[config.mk]
export PLATFORM = sky130hd
export DESIGN_NAME = ahb_uart_tx
export DESIGN_NICKNAME = d
export VERILOG_FILES = /design/src/rtl/ahb_uart_tx.sv
export SDC_FILE = /design/constraint.sdc
export NUM_CORES = 1
export LEC_CHECK = 0
export ABC_CLOCK_PERIOD_IN_PS = 3300
export CAP_MARGIN = 30
export CELL_PAD_IN_SITES_DETAIL_PLACEMENT = 0
export CELL_PAD_IN_SITES_GLOBAL_PLACEMENT = 1
export CORE_MARGIN = 2
export CORE_UTILIZATION = 35
export CTS_CLUSTER_DIAMETER = 50
export DETAILED_ROUTE_END_ITERATION = 8
export GPL_TIMING_DRIVEN = 1
export MAX_ROUTING_LAYER = met4
export PLACE_DENSITY_LB_ADDON = 0.1
export RECOVER_POWER = 100
export SLEW_MARGIN = 5
export SYNTH_ARGS = -nofsm -noshare
export SYNTH_HDL_FRONTEND = slang
export SYNTH_SLANG_ARGS = --single-unit
[constraint.sdc]
create_clock -name HCLK -period 3.3 [get_ports HCLK]
set_input_delay 0.99 -clock HCLK [delete_from_list [all_inputs] [get_ports HCLK]]
set_output_delay 0.99 -clock HCLK [all_outputs]
set_load 0.1 [all_outputs]
[src/rtl/ahb_uart_tx.sv]
// ahb_uart_tx: AHB-Lite slave that transmits written bytes as 8N1 UART frames
module ahb_uart_tx #(
  parameter logic [15:0] DIV_RESET = 16'd434
) (
  input  logic        HCLK,
  input  logic        HRESET,
  input  logic        HSEL,
  input  logic [31:0] HADDR,
  input  logic [1:0]  HTRANS,
  input  logic        HWRITE,
  input  logic [2:0]  HSIZE,
  input  logic [31:0] HWDATA,
  output logic [31:0] HRDATA,
  output logic        HREADY,
  output logic        HRESP,
  output logic        TX
);
  typedef enum logic [1:0] {IDLE, START, DATA, STOP} state_t;
  state_t      state_q, state_d;
  logic        dp_valid_q, dp_valid_d, dp_write_q, dp_write_d;
  logic [1:0]  dp_addr_q, dp_addr_d;
  logic [7:0]  data_q, data_d, shift_q, shift_d;
  logic [15:0] dvdr_q, dvdr_d, div_q, div_d, baud_q, baud_d;
  logic [2:0]  bit_q, bit_d;
  logic        wr, wr_data, wr_dvdr, rd, busy, bit_end;
  logic        unused;
  assign unused  = ^{HSIZE, HADDR[31:4], HADDR[1:0], HTRANS[0], HWDATA[31:16]};
  assign HREADY  = 1'b1;
  assign HRESP   = 1'b0;
  assign wr      = dp_valid_q & dp_write_q;
  assign wr_data = wr & (dp_addr_q == 2'd0);
  assign wr_dvdr = wr & (dp_addr_q == 2'd2);
  assign rd      = dp_valid_q & ~dp_write_q;
  assign busy    = state_q != IDLE;
  assign bit_end = baud_q == div_q - 16'd1;
  assign TX      = state_q == START ? 1'b0 : state_q == DATA ? shift_q[0] : 1'b1;
  assign HRDATA  = !rd                ? 32'd0 :
                   dp_addr_q == 2'd0 ? {24'd0, data_q} :
                   dp_addr_q == 2'd1 ? {31'd0, busy} :
                   dp_addr_q == 2'd2 ? {16'd0, dvdr_q} : 32'd0;
  // address phase capture for the following data phase
  always_comb begin
    dp_valid_d = HSEL & HTRANS[1] & HREADY;
    dp_addr_d  = HADDR[3:2];
    dp_write_d = HWRITE;
  end
  // register writes, frame sequencing and baud/bit counting
  always_comb begin
    state_d = state_q;
    shift_d = shift_q;
    div_d   = div_q;
    baud_d  = baud_q;
    bit_d   = bit_q;
    data_d  = wr_data ? HWDATA[7:0] : data_q;
    dvdr_d  = wr_dvdr ? HWDATA[15:0] : dvdr_q;
    if (busy) baud_d = bit_end ? 16'd0 : baud_q + 16'd1;
    case (state_q)
      IDLE:  state_d = IDLE;
      START: state_d = bit_end ? DATA : START;
      DATA: if (bit_end) begin
        shift_d = shift_q >> 1;
        bit_d   = bit_q + 3'd1;
        state_d = bit_q == 3'd7 ? STOP : DATA;
      end
      STOP:  state_d = bit_end ? IDLE : STOP;
      default: state_d = IDLE;
    endcase
    if (wr_data && (state_q == IDLE || (state_q == STOP && bit_end))) begin
      state_d = START;
      shift_d = HWDATA[7:0];
      div_d   = dvdr_q == 16'd0 ? 16'd1 : dvdr_q;
      baud_d  = 16'd0;
      bit_d   = 3'd0;
    end
  end
  // state registers; reset aborts any frame in flight
  always_ff @(posedge HCLK or posedge HRESET) begin
    if (HRESET) begin
      state_q    <= IDLE;
      dp_valid_q <= 1'b0;
      dp_write_q <= 1'b0;
      dp_addr_q  <= 2'd0;
      data_q     <= 8'd0;
      shift_q    <= 8'd0;
      dvdr_q     <= DIV_RESET;
      div_q      <= 16'd1;
      baud_q     <= 16'd0;
      bit_q      <= 3'd0;
    end else begin
      state_q    <= state_d;
      dp_valid_q <= dp_valid_d;
      dp_write_q <= dp_write_d;
      dp_addr_q  <= dp_addr_d;
      data_q     <= data_d;
      shift_q    <= shift_d;
      dvdr_q     <= dvdr_d;
      div_q      <= div_d;
      baud_q     <= baud_d;
      bit_q      <= bit_d;
    end
  end
endmodule

==> flow_metrics.tcl, run 1 <==
set metrics [dict create \
    ioPinCount 108 \
    min_period_ns 3.055 \
    numPortBuffers 39 \
    wl_um 9312 \
    skew_ns 0.007039 \
    vias_per_cell 5.070 \
    postRouteAntennaNets 0 \
    clkLatencyLatePin_ns 0.34 \
    hold_depth 2 \
    core_region_area_um2 11470 \
    yosysUniqueCellTypes 63 \
    avgRoutedWirePerCell_um 15.97 \
    antenna_found_initial 0 \
    synth_seq_cells 73 \
    switchingPower_mw 1.406 \
    firstDrtPassIters 4 \
    use_met2 0.2447 \
    area_delta_synth_final_pct 19.92 \
    die_h_um 112.7 \
    finalInstanceArea_um2 4956 \
    ys.flop_type "dfrtp_1" \
    grt_pass1_wl_um 15880 \
    maxCapViolations 0 \
    met1_usage 0.2273 \
    path_clk_slew_ns 0.06 \
    numCtsBuffers 9 \
    syn-instance-count 388 \
    hold_class "register to register" \
    cp.arrival_ns 2.07 \
    synthArstFlopShare 1.000 \
    cts_root_buffer "clkbuf_16" \
    cp-end-kind "output port" \
    grt_max_degree 27 \
    drv_slew 0 \
    grt_use_met3 0.03078 \
    switching_share 0.3846 \
    tns_ns 0 \
    hold_violations 0 \
    critPathLaunchType "register" \
    layout_commonest_cell "dfrtp_1" \
    postCtsSetupBuffers 0 \
    drive_above_1_share 0.1932 \
    ff2ff_path_depth 10 \
    vias 2956 \
    htree_levels 3 \
    dpl-instance-area_um2 4826 \
    place.gp.congestion 0.7975 \
    grt_pass1_vias 2930 \
    grt_setup_unrepaired "false" \
    p_clk_frac 0.263 \
    cts_tree "yes" \
    fin_crit_sh 0.9259 \
    top_usage_layer "met2" \
    power.share.sequential 0.390 \
    grtUsageTotal 0.1653 \
    yosysWarnings 0 \
    syn-cell-area_um2 4133 \
    vdd_drop_max_v 0.0002868 \
    n_antenna_cell 0 \
    cp_data_required_time_ns 2.31 \
    syn_area_per_cell_um2 10.65 \
    worstPathMaxFanout 11 \
    yosysSeqAreaShare 0.4438 \
    layout_common_cells "dfrtp_1, nand2_1, nor2_1" \
    drtIter0Drc 116 \
    drc 0 \
    setup_violations 0 \
    die-area_um2 12690 \
    filler_cell_count 1091 \
    clockBufferDepth 2 \
    comb_power_share 0.347 \
    p_int_mw 2.250 \
    critPathKind "register to output port" \
    die_x_um 112.7 \
    ctsResizeCount 0 \
    run_status "completed" \
    cts_sinks 73 \
    rows 39 \
    slew_headroom 0.3287 \
    tightestPinTransition_ns 1.007 \
    initial_core_util 0.3604 \
    p_leak_nw 2.206 \
    p_per_area_nw_per_um2 737.8 \
    synth_edf_count 0 \
    hold_buffers 0 \
    fmax_mhz 327.3 \
    dp_hpwl_um 7054 \
    grt_overflow 0 \
    num-nets-final 512 \
]
==> final cells by class <==
class / instances / area [um^2] / share of cell area
Timing Repair Buffer: 50 / 524.3 / 0.1058
Inverter: 7 / 26.28 / 0.005302
Sequential cell: 73 / 1834 / 0.3701
Clock inverter: 5 / 56.30 / 0.01136
Tap cell: 143 / 178.9 / 0.03610
Clock buffer: 11 / 232.7 / 0.04696
Multi-Input combinational cell: 294 / 2103 / 0.4244
==> critical path, cell delays in order (launching register included) <==
cell and delay, ns:
dfrtp_1 0.66, nor2b_1 0.27, and3b_1 0.34, and2_0 0.25, buf_12 0.20
==> path summary, 6_finish.rpt <==
path	from	end	slack, ns
max	dp_addr_q[1]	HRDATA[9]	0.24
max in group asynchronous	HRESET	state_q[1]	0.78
max reg2reg	div_q[1]	div_q[2]	0.27
min	data_q[1]	data_q[1]	0.48
min reg2reg	data_q[1]	data_q[1]	0.48
min in group asynchronous	HRESET	dvdr_q[14]	1.32
==> sequential cells by signal, indices dropped and copies added (netlist names), 2 cells and up <==
register and count:
shift_q 8, bit_q 3, baud_q 16, state_q 2
div_q 16, dp_addr_q 2, data_q 8, dvdr_q 16
==> kinds of logic after synthesis <==
logic type | count (synthesis) | share of synthesized area
other | 2 | 0.001817
flip-flops | 73 | 0.4438
buffers and inverters | 37 | 0.05449
multiplexers | 42 | 0.1184
adder cells (fa/ha/maj) | 4 | 0.01211
AO/OA/AOI/OAI | 66 | 0.1220
XOR/XNOR | 22 | 0.04663
AND/OR/NAND/NOR | 142 | 0.2007
==> stage by stage <==
step	power [mW]	std cells	utilization	hold WS (ns)	setup WS, ns
3_3_place_gp	2.757	567	0.4208	0.4596	0.2984
6_report	3.656	583	0.4322	0.4794	0.2446
4_1_cts	3.761	583	0.4460	0.4809	0.2433
3_5_place_dp	2.778	567	0.4208	0.4671	0.2565
2_1_floorplan	2.440	404	-	0.4450	0.01432
5_1_grt	3.903	583	0.4322	0.4967	0.03013
==> metal layers <==
metal  vias to the layer above  share of wire
li1                       1455              -
met2                        56           0.46
met4                         0          0.016
met5                         -              0
met1                      1433           0.50
met3                        12          0.032
==> power groups by stage <==
stage          logic [mW]  clock network (mW)  registers [mW]
6_report             1.27               0.962            1.43
5_1_grt              1.40                1.03            1.47
4_1_cts              1.34               0.991            1.43
3_5_place_dp         1.33                   0            1.45
3_3_place_gp         1.32                   0            1.44
2_1_floorplan        1.11                   0            1.34
==> Yosys cell counts (all sizes together), types with 2 or more instances <==
library cell / count / area share
and2: 10 / 0.015
or2b: 4 / 0.0073
xnor2: 14 / 0.030
nand4: 4 / 0.0076
buf: 24 / 0.043
ha: 4 / 0.012
a211o: 2 / 0.0042
nor2: 29 / 0.030
inv: 7 / 0.0064
dfstp: 6 / 0.038
xor2: 8 / 0.017
a211oi: 2 / 0.0036
conb: 2 / 0.0018
dfrtp: 67 / 0.41
nor2b: 4 / 0.0061
mux2: 31 / 0.092
nand2: 37 / 0.035
a22o: 4 / 0.0085
nand3: 11 / 0.013
nor3: 7 / 0.012
o21ai: 11 / 0.013
a41oi: 2 / 0.0042
or2: 2 / 0.0030
and3: 8 / 0.012
or3: 3 / 0.0058
nand2b: 7 / 0.011
clkbuf: 6 / 0.0054
a221o: 7 / 0.017
or3b: 2 / 0.0042
nand4b: 2 / 0.0079
nor4: 8 / 0.019
a31oi: 12 / 0.018
a21oi: 14 / 0.017
a32oi: 2 / 0.0088
mux2i: 11 / 0.027
Note: power is estimated with default switching activity, not from simulation.
==> inputs of run 2 (changes only) <==
--- a/config.mk
+++ b/config.mk
@@ -5,6 +5,7 @@
 export SDC_FILE = /design/constraint.sdc
 export NUM_CORES = 1
 export LEC_CHECK = 0
+export ABC_AREA = 0
 export ABC_CLOCK_PERIOD_IN_PS = 3300
 export CAP_MARGIN = 30
 export CELL_PAD_IN_SITES_DETAIL_PLACEMENT = 0
==> results of run 2 <==
Same layout as run 1: the final DEF is identical, and so are final timing and power.
